<file path="src/rtl/mult_arbiter.sv">
// Round-robin arbiter sharing one 32x32 multiplier core between two requesters.
// Sequences the core's init/ready handshake and aborts hung operations with a watchdog.
module mult_arbiter #(
  parameter int TIMEOUT = 1024,
  parameter int CNT_W   = 11
) (
  input  logic        clk,
  input  logic        rst,
  input  logic        req0,
  input  logic [31:0] a0,
  input  logic [31:0] b0,
  input  logic        req1,
  input  logic [31:0] a1,
  input  logic [31:0] b1,
  output logic [1:0]  grant,
  output logic [1:0]  done,
  output logic        err,
  output logic [31:0] res_hi,
  output logic [31:0] res_lo,
  output logic [31:0] m_a,
  output logic [31:0] m_b,
  output logic        m_init,
  input  logic        m_ready,
  input  logic [31:0] m_res_up,
  input  logic [31:0] m_res_dn
);

  // Core handshake: m_init is a level held for the whole operation; the core
  // answers with m_ready (plus result words) while m_init stays high.
  typedef enum logic [1:0] {IDLE, LOAD, RUN, GAP} state_t;

  localparam logic [CNT_W-1:0] WDOG_LAST = CNT_W'(TIMEOUT - 1);

  state_t           state, state_n;
  logic             last, last_n;
  logic [CNT_W-1:0] wdog, wdog_n;
  logic [1:0]       grant_n, done_n;
  logic             err_n, m_init_n;
  logic [31:0]      res_hi_n, res_lo_n, m_a_n, m_b_n;
  logic             sel;

  always_comb begin
    state_n  = state;
    last_n   = last;
    wdog_n   = wdog;
    grant_n  = grant;
    done_n   = done;
    err_n    = err;
    m_init_n = m_init;
    res_hi_n = res_hi;
    res_lo_n = res_lo;
    m_a_n    = m_a;
    m_b_n    = m_b;
    // On a tie, the requester that was not served last time wins.
    sel      = (req0 && req1) ? ~last : req1;
    case (state)
      IDLE: begin
        if (req0 || req1) begin
          grant_n = sel ? 2'b10 : 2'b01;
          m_a_n   = sel ? a1 : a0;
          m_b_n   = sel ? b1 : b0;
          state_n = LOAD;
        end
      end
      LOAD: begin
        m_init_n = 1'b1;
        wdog_n   = '0;
        state_n  = RUN;
      end
      RUN: begin
        wdog_n = wdog + CNT_W'(1);
        if (m_ready) begin
          res_hi_n = m_res_up;
          res_lo_n = m_res_dn;
          err_n    = 1'b0;
          done_n   = grant;
          m_init_n = 1'b0;
          state_n  = GAP;
        end else if (wdog == WDOG_LAST) begin
          res_hi_n = '0;
          res_lo_n = '0;
          err_n    = 1'b1;
          done_n   = grant;
          m_init_n = 1'b0;
          state_n  = GAP;
        end
      end
      GAP: begin
        done_n  = 2'b00;
        grant_n = 2'b00;
        last_n  = grant[1];
        state_n = IDLE;
      end
      default: state_n = IDLE;
    endcase
  end

  always_ff @(posedge clk) begin
    if (rst) begin
      state  <= IDLE;
      last   <= 1'b1;
      wdog   <= '0;
      grant  <= 2'b00;
      done   <= 2'b00;
      err    <= 1'b0;
      m_init <= 1'b0;
      res_hi <= '0;
      res_lo <= '0;
      m_a    <= '0;
      m_b    <= '0;
    end else begin
      state  <= state_n;
      last   <= last_n;
      wdog   <= wdog_n;
      grant  <= grant_n;
      done   <= done_n;
      err    <= err_n;
      m_init <= m_init_n;
      res_hi <= res_hi_n;
      res_lo <= res_lo_n;
      m_a    <= m_a_n;
      m_b    <= m_b_n;
    end
  end

endmodule

</file>
<file path="config.mk">
export PLATFORM = sky130hd
export DESIGN_NAME = mult_arbiter
export DESIGN_NICKNAME = d
export VERILOG_FILES = /design/src/rtl/mult_arbiter.sv
export SDC_FILE = /design/constraint.sdc
export NUM_CORES = 1
export LEC_CHECK = 0
export ABC_AREA = 1
export CAP_MARGIN = 25
export CORE_MARGIN = 10
export CORE_UTILIZATION = 25
export DETAILED_ROUTE_END_ITERATION = 7
export PLACE_DENSITY = 0.66
export SKIP_LAST_GASP = 1
export SYNTH_ARGS = -nofsm -noshare
export SYNTH_HDL_FRONTEND = slang
export SYNTH_SLANG_ARGS = --single-unit
</file>
<file path="constraint.sdc">
create_clock -name clk -period 1.58 [get_ports clk]
set_input_delay 0.158 -clock clk [delete_from_list [all_inputs] [get_ports clk]]
set_output_delay 0.158 -clock clk [all_outputs]
set_load 0.01 [all_outputs]
</file>
==> results.yml <==
run_status:
  status: "completed"
worst_setup_path:
  r2r_setup_slack_ns: 0.07
  critPathKind: "reg2out"
  start_kind: "register"
  end_kind: "primary output"
  cp.arrival_ns: 1.36
  worstPathCellList: "clkdlybuf4s50_1"
  worstPathRequired_ns: 1.42
  path_delay_family: "buffers and inverters"
  slowest_stage: "clkdlybuf4s50_1"
  cpPeakStageDelay_ns: 0.61
  cp_num_buf_inv: 1
  critPathMaxFanout: 2
final_layout:
  final_layout_size_suffix_gt1_share_pct: 7.971
  area_growth_pct: 79.23
  fillers: 2240
  nNetsFinal: 1293
  utilization_pct: 45.35
  num_antenna_cells: 0
place:
  port_buffers: 330
  gp_congestion: 0.7524
  pre_cts_ws_ns: -0.1213
  dp_hpwl_um: 16410
pwr:
  worst_ir_drop_vdd_mv: 0.7163
  power.density_nw_per_um2: 1337
  power_w: 0.01364
  p_leak_nw: 3.639
sta:
  fin_ws_ns: 0.06325
  drv_slew: 0
  setup_viol: 0
  clock_skew_ns: 0.01341
  rsz0062_at_grt: "false"
  fin_crit_ns: 1.517
  tightestPinTransition_ns: 0.3882
  slew_headroom_pct: 74.12
  post-route-period-util_pct: 96.00
  fmax_ghz: 0.6593
  timing.setup.tns_ns: 0
  final-hold-violation-count: 0
synth:
  synthArstFlopShare_pct: 0
  synth_cell_types: 26
  synth-seq-cells: 148
  syn_inst: 758
  synthFlopType: "dfxtp_1"
  synth.net_count: 960
  yosysSeqAreaShare_pct: 52.03
  yosys-top-cells-area: "dfxtp_1 (52%), nand2_1 (23%), a21oi_1 (7.0%), a31oi_1 (7.0%), buf_2 (2.1%)"
  synth-edff-count: 0
  yosys.area.top_type: "dfxtp_1"
  netlist_area_um2: 5694
  synth_top_area_share_pct: 52.03
  avgSynthCellArea_um2: 7.512
  ys.warnings.count: 0
clocking:
  root_buffer: "clkbuf_16"
  cts_tree: "yes"
  path_clk_slew_ns: 0.06
  cts_sinks: 148
  clk_path_buf_depth: 2
  hold_buffers: 0
  numCtsBuffers: 17
  worstSkewPairLatency_ns: 0.42
  htree_levels: 4
floorplanning:
  fp.coreArea_um2: 22500
  pin_count: 331
  start_util_pct: 25.30
  chipWidth_um: 170.9
  die_y_um: 170.9
  rows: 55
  die_area_um2: 29210
flow_run:
  drv_cap: 0
routing:
  routed-via-count: 6292
  drtIter0Drc: 263
  via_per_inst: 4.530
  wl_per_cell_um: 16.96
  antenna_left: 0
  firstDrtPassIters: 4
  finalWirelength_um: 23560
  drc: 0
grt:
  grt_pass1_wl_um: 33740
  grt_overflow: 0
  antenna_found_initial: 0
  grt_max_degree: 77
  grt_pass1_vias: 6111
  track_usage_pct: 14.65
min_path:
  hp-class: "in2reg"
path summary, 6_finish.rpt:
path,startpoint,endpoint,cells after the start
worst max-delay path,m_b[25]$_SDFFE_PP0P_,m_b[25],1
worst min-delay path,rst,last$_SDFFE_PP1P_,3
worst max register to register,wdog[0]$_SDFFE_PP0P_,res_lo[15]$_SDFFE_PP0P_,9
worst min register to register,wdog[10]$_SDFFE_PP0P_,wdog[10]$_SDFFE_PP0P_,1
per-layer routing:
metal | share of wire (%) | global-route usage [%] | vias to the layer above
met3 | 12 | 8.387 | 12
met5 | 0 | 0 | -
li1 | - | - | 3143
met4 | 1.0 | 3.629 | 0
met1 | 40 | 16.06 | 2868
met2 | 47 | 23.92 | 269
where the power goes:
group | internal [W] | switching, W
clock network | 0.00203 | 0.00168
registers | 0.00439 | 0.000348
logic | 0.00263 | 0.00257
total | 0.00904 | 0.00460
flip-flops by register name, summed over array words and instances (netlist names):
name	flops
m_init	1
done	2
err	1
last	1
res_hi	32
res_lo	32
m_b	32
wdog	11
m_a	32
state	2
grant	2
per-stage QoR:
step | hold WS [ns] | std cells | cell area [um2]
finish | 0.1102 | 1389 | 10210
global route | 0.1321 | 1389 | 10210
CTS | 0.1017 | 1380 | 9980
detailed placement | 0.4406 | 1345 | 9387
global placement | 0.4344 | 1345 | 9387
floorplan | 0.3060 | 758 | 5694
cell type report:
cell class | count | area (um2) | share of cell area [%]
Clock inverter | 13 | 105.1 | 1.030
Sequential cell | 148 | 2970 | 29.10
Clock buffer | 19 | 432.9 | 4.242
Timing Repair Buffer | 364 | 3775 | 36.99
Inverter | 17 | 63.81 | 0.6252
Tap cell | 285 | 356.6 | 3.494
Multi-Input combinational cell | 543 | 2502 | 24.52
cell usage after synthesis (2+ instances only):
master,instances
a31oi_1,64
o21ai_0,7
clkbuf_1,17
a21oi_1,80
ha_1,5
nand2_1,348
buf_6,6
buf_2,24
buf_1,3
dfxtp_1,148
inv_1,16
nor3_1,2
nor2_1,17
nand3_1,9
kinds of logic (layout without fill, tap and decap cells):
group | after synthesis | count (layout) | share of synthesized area, %
compound gates | 156 | 156 | 15.34
xor+xnor | 1 | 1 | 0.1538
fa+ha+maj | 5 | 5 | 1.099
buf+inv | 67 | 413 | 5.735
flops | 148 | 148 | 52.03
simple gates | 381 | 381 | 25.64
cell usage in the layout (no fill, tap or decap), drive strengths merged:
cell | netlist | routed
inv | 17 | 19
dlymetal6s2s | 0 | 1
o211ai | 1 | 1
nand3 | 9 | 9
ha | 5 | 5
clkbuf | 17 | 24
a21oi | 80 | 80
dfxtp | 148 | 148
xor2 | 1 | 1
a31o | 1 | 1
dlygate4sd2 | 0 | 2
nand2 | 349 | 349
or2 | 1 | 1
o21ai | 9 | 9
and2 | 1 | 1
a31oi | 64 | 64
nor3 | 3 | 3
nor2 | 18 | 18
buf | 33 | 30
clkdlybuf4s50 | 0 | 326
o21bai | 1 | 1
clkinv | 0 | 5
clkinvlp | 0 | 6
repair_timing:
action,in CTS,in global routing
setup endpoints to repair,46,134
pin swaps,0,5
cloned,1,7
resized for setup,6,18
setup buffers,2,2
No activity file was read; power rests on OpenSTA's default activity.
